[src/rtl/audio_pkg.sv]
// Shared audio types for the generators, the decimator and the DAC.
package audio_pkg;
  localparam int DIV_48KHZ = 259;
  typedef logic [7:0] audio_sample_t;
endpackage

[src/rtl/audio_sample_decimator_if.sv]
// Decimated sample stream with valid/ready handshake.
interface audio_sample_decimator_if;
  import audio_pkg::*;
  logic          m_valid_o;
  audio_sample_t m_data_o;
  logic          m_ready_i;

  modport master (output m_valid_o, output m_data_o, input m_ready_i);
  modport slave  (input m_valid_o, input m_data_o, output m_ready_i);
endinterface

[src/rtl/audio_sync_fifo.sv]
// First-word fall-through sync FIFO; head is valid whenever not empty.
// Push into a full FIFO succeeds only if the head is popped in the same cycle.
module audio_sync_fifo #(
  parameter int WIDTH = 8,
  parameter int DEPTH = 4
) (
  input  logic                   clk,
  input  logic                   rstn,
  input  logic                   push,
  input  logic [WIDTH-1:0]       push_data,
  input  logic                   pop,
  output logic [WIDTH-1:0]       head,
  output logic                   full,
  output logic                   empty,
  output logic [$clog2(DEPTH):0] level
);
  localparam int AW = $clog2(DEPTH);
  localparam int LW = AW + 1;

  logic [WIDTH-1:0] mem [DEPTH];
  logic [AW-1:0]    wr_ptr;
  logic [AW-1:0]    rd_ptr;
  logic             do_push;
  logic             do_pop;

  assign full    = (level == LW'(DEPTH));
  assign empty   = (level == '0);
  assign do_pop  = pop & ~empty;
  assign do_push = push & (~full | do_pop);
  assign head    = mem[rd_ptr];

  always_ff @(posedge clk or negedge rstn) begin
    if (!rstn) begin
      wr_ptr <= '0;
      rd_ptr <= '0;
      level  <= '0;
      for (int i = 0; i < DEPTH; i++) mem[i] <= '0;
    end else begin
      // When full, wr_ptr == rd_ptr: the old head is read combinationally this cycle.
      if (do_push) begin
        mem[wr_ptr] <= push_data;
        wr_ptr      <= wr_ptr + 1'b1;
      end
      if (do_pop) rd_ptr <= rd_ptr + 1'b1;
      if (do_push && !do_pop)      level <= level + 1'b1;
      else if (do_pop && !do_push) level <= level - 1'b1;
    end
  end
endmodule

[src/rtl/audio_sample_decimator.sv]
// Box-filters the generator stream over the tail of each period and queues
// one averaged sample per period; drops (sticky overflow) when the FIFO is full.
module audio_sample_decimator
  import audio_pkg::*;
#(
  parameter int DIV      = DIV_48KHZ,
  parameter int AVG_LOG2 = 8,
  parameter int DEPTH    = 4
) (
  input  logic                      clk,
  input  logic                      rstn,
  input  logic                      enable_i,
  input  audio_sample_t             sample_data_i,
  audio_sample_decimator_if.master  m_if,
  output logic [$clog2(DEPTH):0]    level_o,
  output logic                      overflow_o,
  input  logic                      clear_ovf_i
);
  localparam int CW        = $clog2(DIV + 1);
  localparam int AW        = 8 + AVG_LOG2;
  localparam int WIN_START = DIV + 1 - (1 << AVG_LOG2);

  logic [CW-1:0] cnt;
  logic [AW-1:0] acc;
  logic [AW-1:0] acc_sum;
  logic          win;
  logic          period_end;
  logic          pop;
  logic          full;
  logic          empty;
  logic          drop;
  audio_sample_t avg;
  audio_sample_t head;

  assign period_end = enable_i & (cnt == CW'(DIV));
  assign win        = enable_i & (cnt >= CW'(WIN_START));
  assign acc_sum    = acc + AW'(sample_data_i);
  assign avg        = audio_sample_t'(acc_sum >> AVG_LOG2);

  always_ff @(posedge clk or negedge rstn) begin
    if (!rstn) begin
      cnt <= '0;
      acc <= '0;
    end else if (!enable_i || period_end) begin
      cnt <= '0;
      acc <= '0;
    end else begin
      cnt <= cnt + 1'b1;
      if (win) acc <= acc_sum;
    end
  end

  assign pop  = m_if.m_valid_o & m_if.m_ready_i;
  assign drop = period_end & full & ~pop;

  audio_sync_fifo #(.WIDTH(8), .DEPTH(DEPTH)) u_fifo (
    .clk       (clk),
    .rstn      (rstn),
    .push      (period_end),
    .push_data (avg),
    .pop       (pop),
    .head      (head),
    .full      (full),
    .empty     (empty),
    .level     (level_o)
  );

  assign m_if.m_valid_o = ~empty;
  assign m_if.m_data_o  = head;

  // A drop in the same cycle as a clear keeps the flag set.
  always_ff @(posedge clk or negedge rstn) begin
    if (!rstn)            overflow_o <= 1'b0;
    else if (drop)        overflow_o <= 1'b1;
    else if (clear_ovf_i) overflow_o <= 1'b0;
  end
endmodule

[src/flat_wrapper.sv]
// flat-port wrapper written by rule: the top's interface ports become plain ports
module audio_sample_decimator_flat import audio_pkg::*;
#(
  parameter int DIV      = DIV_48KHZ,
  parameter int AVG_LOG2 = 8,
  parameter int DEPTH    = 4
)
  (clk, rstn, enable_i, sample_data_i, level_o, overflow_o, clear_ovf_i, m_if_m_valid_o, m_if_m_data_o, m_if_m_ready_i);
  audio_sample_decimator_if m_if_i ();
  input  logic clk;
  input  logic rstn;
  input  logic enable_i;
  input  audio_sample_t sample_data_i;
  output logic [$clog2(DEPTH):0] level_o;
  output logic overflow_o;
  input  logic clear_ovf_i;
  output wire logic [$bits(m_if_i.m_valid_o)-1:0] m_if_m_valid_o;
  output wire logic [$bits(m_if_i.m_data_o)-1:0] m_if_m_data_o;
  input wire logic [$bits(m_if_i.m_ready_i)-1:0] m_if_m_ready_i;
  assign m_if_m_valid_o = m_if_i.m_valid_o;
  assign m_if_m_data_o = m_if_i.m_data_o;
  assign m_if_i.m_ready_i = m_if_m_ready_i;
  audio_sample_decimator #(.DIV(DIV), .AVG_LOG2(AVG_LOG2), .DEPTH(DEPTH)) u_core (.clk(clk), .rstn(rstn), .enable_i(enable_i), .sample_data_i(sample_data_i), .m_if(m_if_i), .level_o(level_o), .overflow_o(overflow_o), .clear_ovf_i(clear_ovf_i));
endmodule
[config.mk]
export PLATFORM = sky130hd
export DESIGN_NAME = audio_sample_decimator_flat
export DESIGN_NICKNAME = d
export VERILOG_FILES = /design/src/rtl/audio_pkg.sv /design/src/rtl/audio_sample_decimator_if.sv /design/src/rtl/audio_sync_fifo.sv /design/src/rtl/audio_sample_decimator.sv /design/src/flat_wrapper.sv
export SDC_FILE = /design/constraint.sdc
export NUM_CORES = 1
export LEC_CHECK = 0
export ABC_AREA = 1
export CORE_MARGIN = 4
export CORE_UTILIZATION = 24
export DETAILED_ROUTE_END_ITERATION = 7
export PLACE_DENSITY = 0.46
export SYNTH_ARGS = -nofsm -noshare
export SYNTH_HDL_FRONTEND = slang
export SYNTH_SLANG_ARGS = --single-unit
[constraint.sdc]
create_clock -name clk -period 2.3 [get_ports clk]
set_clock_uncertainty 0.2 [all_clocks]
set_input_delay 0.575 -clock clk [delete_from_list [all_inputs] [get_ports clk]]
set_output_delay 0.575 -clock clk [all_outputs]
set_load 0.01 [all_outputs]
==> run_results.csv, run 1 <==
group,metric,value,unit
die,die_y,131.4,um
sta,worst_slew_pin_slew,0.5007,ns
routing,wl_per_cell,12.83,um
sta,rsz0062_at_grt,"true",
routing,drtPass1Iterations,4,
yosys,syn_inst,480,
die,rows,44,
routing,wl_met2,4.614,mm
yosys,async_flop_share,100.0,%
clock_network,clkTransAtPathRegs,0.05,ns
global_routing,overflow,0,
layout,n_antenna_cell,0,
die,core_area,14750,um2
critical_path,cpMaxStageDelayCell,"fa_2",
layout,fill_cells,1519,
layout,layout-drive-gt1-share,25.83,%
placed_design,hpwl,6.927,mm
critical_path,critPathTopFamily,"adder cells",
clock_network,clock-sinks,65,
yosys,yosysMostFrequentCell,"nand2_1",
critical_path,slowest_delay,0.36,ns
pwr,p_per_area,749.6,nW/um2
layout,layout.nets,595,
clock_network,htree_levels,3,
global_routing,antenna_found_initial,0,
yosys,synth_nets,510,
sta,fin_crit_sh,97.14,%
yosys,synth_top_cell_by_area,"dfrtp_1",
layout,synthToLayoutAreaGrowth,40.30,%
yosys,yosysTopAreaCellShare,44.47,%
global_routing,track_usage,11.40,%
yosys,synth_edf_count,0,
sta,timing.final.ws_setup,0.06578,ns
clock_network,clockBufferDepth,2,
yosys,synth_warnings,0,
critical_path,crit_buf_inv,2,
placed_design,place_ws,-0.4455,ns
critical_path,cp_num_cells,11,
job,cap_violations,0,
critical_path,rr_worst_depth,11,
critical_path,arrival,2.25,ns
critical_path,worstPathMaxFanout,3,
critical_path,worstPathRequired,2.31,ns
routing,wl_met3,310,um
routing,drtIter0Drc,178,
yosys,synth_seq_area_share,44.47,%
routing,highest_layer,"met4",
critical_path,path_class,"flip-flop to flip-flop",
sta,maxClockFrequency,447.6,MHz
yosys,ys.flop_type,"dfrtp_1",
clock_network,insertion_delay,0.33,ns
min_path,hold_path_class,"flip-flop to flip-flop",
sta,slew-limit-headroom,66.36,%
min_path,worstHoldPathCells,2,
routing,num_vias,3300,
yosys,ys_types,29,
clock_network,cts_tree,"done",
pwr,power.leakage,2.674,nW
yosys,ys_ff_latch,65,
sta,fin_setup_tns,0,ns
routing,remaining_drc_errors,0,
routing,vias_per_cell,4.382,
placed_design,numPortBuffers,25,
routing,wl,9.660,mm
global_routing,grt_max_degree,51,
sta,setup_violations,0,
pwr,peakVddDrop,444.4,uV
sta,min_period,2.234,ns
die,die_x,131.4,um
yosys,syn-cell-area,3657,um2
die,fp.dieArea,17280,um2
critical_path,path_cells,"ha_2 -> nand4_1 -> nor2_2 -> nand3_4 -> inv_4 -> ha_4 -> inv_2 -> fa_2 -> a21oi_2 -> o21ai_1 -> xor2_1",
critical_path,crit_path_end_kind,"flip-flop",
die,ios,26,
yosys,synth.area.top_cells,"dfrtp_1, nand2_1, nand3_1",
placed_design,finalWeightedCongestion,0.8005,
clock_network,numCtsBuffers,9,
die,start_util,24.79,%
global_routing,first_global_vias,3283,
yosys,synth_top_cells_by_count,"nand2_1, dfrtp_1, inv_1, nand3_1, nor2_1",
sta,hold_viol,0,
routing,ant_nets,0,
yosys,synth_area_per_cell,7.619,um2
run_status,status,"finished clean",
routing,met1_length,4.608,mm
critical_path,startpoint_type,"flip-flop",
sta,slew_violations,0,
clock_network,root_buffer,"clkbuf_16",
global_routing,grt_pass1_wl,16.14,mm
[area by class of cell]
class,count,area [um2],share of cell area (%)
Multi-Input combinational cell,352,2058,40.11
Clock buffer,10,239.0,4.657
Tap cell,184,230.2,4.487
Clock inverter,5,80.08,1.561
Inverter,57,226.5,4.414
Sequential cell,65,1627,31.70
Timing Repair Buffer,80,670.6,13.07
[cell families after synthesis]
group | count (synthesis) | synth area share [%]
xor+xnor | 6 | 1.437
flops | 65 | 44.47
simple gates | 279 | 33.53
compound gates | 49 | 7.219
mux | 1 | 0.3079
buf+inv | 63 | 6.808
fa+ha+maj | 17 | 6.227
[layer usage]
metal | global-route usage [%] | vias up
met5 | 0 | -
met2 | 18.45 | 38
met3 | 2.943 | 12
li1 | - | 1698
met4 | 3.209 | 0
met1 | 15.13 | 1552
[sequential cells by signal, summed over array words and instances, names as in the netlist]
| register | count |
|---|---|
| u_core.acc | 16 |
| u_core.u_fifo.rd_ptr | 2 |
| u_core.u_fifo.wr_ptr | 2 |
| u_core.u_fifo.level | 3 |
| u_core.u_fifo.mem | 32 |
| u_core.cnt | 9 |
| u_core.overflow_o | 1 |
[worst paths after layout]
kind,start,end,slack (ns)
setup reg to reg,u_core.cnt[0],u_core.u_fifo.level[2],0.07
min in group asynchronous,rstn,u_core.acc[3],0.51
setup / recovery,u_core.cnt[0],u_core.u_fifo.level[2],0.07
hold reg to reg,u_core.u_fifo.mem[18],u_core.u_fifo.mem[18],0.28
hold / removal,u_core.u_fifo.mem[18],u_core.u_fifo.mem[18],0.28
max in group asynchronous,rstn,u_core.u_fifo.mem[24],0.76
[worst reg2reg max path: cells and delay by family (launching register included)]
family | cells | cell delay [ns]
fa+ha+maj | 3 | 0.68
flops | 1 | 0.35
xor+xnor | 1 | 0.14
simple gates | 3 | 0.43
compound gates | 2 | 0.20
buf+inv | 2 | 0.12
[power by group]
part | switching, mW | internal, mW
Combinational | 0.593 | 0.524
Sequential | 0.0448 | 1.20
Clock | 0.513 | 0.970
Total | 1.15 | 2.70
[layout by cell type, fill, tap and decap left out, types with 5 or more instances in the layout]
cell type	n
nand2_1	149
dfrtp_1	65
buf_4	49
inv_1	46
nor2_1	44
nand3_1	35
o21ai_0	18
nand3_2	13
nand2_2	12
o21ai_1	12
clkdlybuf4s50_1	11
o22ai_1	9
clkbuf_16	9
ha_4	7
inv_2	6
ha_1	6
nand3_4	5
inv_4	5
a21oi_1	5
clkbuf_2	5
[timing repair]
item                                   in CTS  in global routing
buffers inserted                            0                  3
pin swaps                                   1                 13
resized for setup                          33                 63
setup endpoints to repair                  31                 49
endpoints found under the hold margin       5                  0
hold buffers                                1                  0
[per-stage QoR]
stage / cells / util [%] / cell area (um2) / hold slack, ns / total power [mW]
after floorplan: 480 / - / 3677 / 0.07941 / 1.785
after global placement: 734 / 30.83 / 4548 / 0.2584 / 2.413
after detailed placement: 734 / 30.83 / 4548 / 0.2606 / 2.421
after CTS: 750 / 33.20 / 4898 / 0.2762 / 3.906
after global routing: 753 / 34.78 / 5131 / 0.2932 / 4.084
final: 753 / 34.78 / 5131 / 0.2777 / 3.846
Note: power is estimated with default switching activity, not from simulation.
==> run 2: changes to the inputs <==
PLACE_DENSITY = not set   (was 0.46)
==> run 2 against run 1 <==
Register-to-register slack gained 0.03 ns; cell count is 0.13% lower; via count down 1.5%; largest power group unchanged.
==> run_results.csv, run 2 (same netlist as run 1, synthesis figures left out) <==
group,metric,value,unit
die,die_y,131.4,um
layout,top_regs,"u_core.u_fifo.mem (32), u_core.acc (16), u_core.cnt (9)",
layout,fill_cells,1563,
routing,num_vias,3251,
sta,fin_setup_tns,0,ns
die,die_x,131.4,um
pwr,total_power,3.607,mW
pwr,power_frac_comb,30.6,%
clock_network,cts_tree,"done",
layout,synthToLayoutAreaGrowth,36.23,%
pwr,p_clk_share,34.8,%
sta,min_period,2.268,ns
layout,multi_input_area,1966,um2
sta,maxClockFrequency,441.0,MHz
pwr,p_per_area,723.9,nW/um2
clock_network,clock-sinks,65,
layout,layout.nets,593,
sta,fin_crit_sh,98.59,%
global_routing,track_usage,11.26,%
routing,drtPass1Iterations,4,
clock_network,root_buffer,"clkbuf_16",
clock_network,numCtsBuffers,9,
global_routing,grt_pass1_wl,15.89,mm
die,core_area,14750,um2
critical_path,path_class,"flip-flop to output pin",
sta,hold_viol,0,
clock_network,cts_hold_buffers,0,
layout,layout-drive-gt1-share,24.82,%
pwr,power.leakage,2.648,nW
layout,ff_latch_area,1627,um2
critical_path,arrival,1.49,ns
critical_path,worstPathRequired,1.52,ns
routing,remaining_drc_errors,0,
run_status,status,"finished clean",
global_routing,grt_max_degree,22,
die,ios,26,
placed_design,hpwl,6.816,mm
die,fp.dieArea,17280,um2
pwr,peakVddDrop,356.6,uV
layout,final_cell_mix,"nand2_1, dfrtp_1, buf_4, inv_1, nor2_1",
global_routing,first_global_vias,3262,
pwr,power_switching,1.166,mW
die,start_util,24.79,%
pwr,seqPwrFrac,34.6,%
layout,regMostFlops,"u_core.u_fifo.mem",
routing,ant_nets,0,
clock_network,clkTransAtPathRegs,0.06,ns
sta,timing.final.ws_setup,0.03246,ns
min_path,hold_path_class,"input port to async pin",
routing,vias_per_cell,4.323,
sta,whs,0.02629,ns
die,rows,44,
layout,layout_commonest_cell,"nand2_1",
routing,drtIter0Drc,171,
routing,wl,9.231,mm
clock_network,clockBufferDepth,2,
sta,rsz0062_at_grt,"true",
layout,largest_reg_flops,32,
clock_network,insertion_delay,0.33,ns
pwr,p_int,2.440,mW
job,cap_violations,0,
critical_path,startpoint_type,"flip-flop",
sta,slew-limit-headroom,63.98,%
pwr,switching_share,32.34,%
clock_network,htree_levels,3,
placed_design,place_ws,-0.4354,ns
sta,worst_slew_pin_slew,0.5403,ns
critical_path,crit_path_end_kind,"output pin",
critical_path,worstPathMaxFanout,9,
sta,slew_violations,0,
layout,n_antenna_cell,0,
global_routing,overflow,0,
global_routing,antenna_found_initial,0,
placed_design,numPortBuffers,25,
sta,setup_violations,0,
routing,wl_per_cell,12.28,um
placed_design,finalWeightedCongestion,0.7795,
==> run 2: changes by cell type in the layout (fill, tap and decap cells not counted), sizes merged <==
cell,previous run,this run
bufinv,2,0
clkinv,1,6
dlymetal6s2s,3,4
dlygate4sd2,2,1
dlygate4sd3,1,0
clkdlybuf4s15,0,1
inv,57,58
clkbuf,15,13
buf,58,57
clkinvlp,2,0
==> run 2: worst paths after layout <==
kind	slack (ns)	end	from	cells after the start
worst max-delay path	0.03	m_if_m_data_o[4]	u_core.u_fifo.rd_ptr[0]	5
worst min-delay path	0.03	u_core.cnt[7]	rstn	1
worst max register to register	0.10	u_core.u_fifo.level[2]	u_core.cnt[1]	11
worst min register to register	0.28	u_core.u_fifo.mem[0]	u_core.u_fifo.mem[0]	2
max in group asynchronous	1.30	u_core.acc[7]	rstn	2
min in group clk	0.28	u_core.u_fifo.mem[0]	u_core.u_fifo.mem[0]	2
==> run 2: metal layers <==
metal,up-vias,part of all wire (%),GRT usage [%]
li1,1701,-,-
met1,1503,48,14.81
met2,37,48,18.51
met3,10,2.5,1.797
met4,0,1.6,4.609
met5,-,0,0
==> run 2: per-stage QoR <==
step           util, %  cells  area [um2]
6_report         33.77    752        4982
5_1_grt          33.77    752        4982
4_1_cts          32.72    750        4827
3_5_place_dp     30.83    734        4548
3_3_place_gp     30.83    734        4548
2_1_floorplan        -    480        3677
==> run 2: layout make-up <==
| type | count | share of cell area [%] |
|---|---|---|
| clock inverters | 7 | 0.9292 |
| inverters | 57 | 4.545 |
| well taps | 184 | 4.621 |
| flip-flops and latches | 65 | 32.65 |
| repair buffers | 78 | 13.28 |
| clock buffers | 9 | 4.520 |
| multi-input cells | 352 | 39.45 |
==> run 2: power by group through the flow <==
| stage | combinational, mW | sequential (mW) | clock [mW] |
|---|---|---|---|
| 4_1_cts | 1.11 | 1.25 | 1.29 |
| 3_5_place_dp | 1.16 | 1.27 | 0 |
| 6_report | 1.10 | 1.25 | 1.26 |
| 2_1_floorplan | 0.514 | 1.27 | 0 |
| 5_1_grt | 1.23 | 1.26 | 1.34 |
| 3_3_place_gp | 1.16 | 1.26 | 0 |
==> run 2: worst max-delay path: stages (launching register included) <==
cell and delay [ns]:
dfrtp_1 0.40, inv_1 0.10, buf_6 0.14, o21ai_0 0.09
o22ai_1 0.24, buf_2 0.20
==> run 2: repair_timing <==
action                     4_1_cts  5_1_grt
resized for setup               28       53
setup buffers                    0        2
setup endpoints to repair       27       50
pin swaps                        3       19
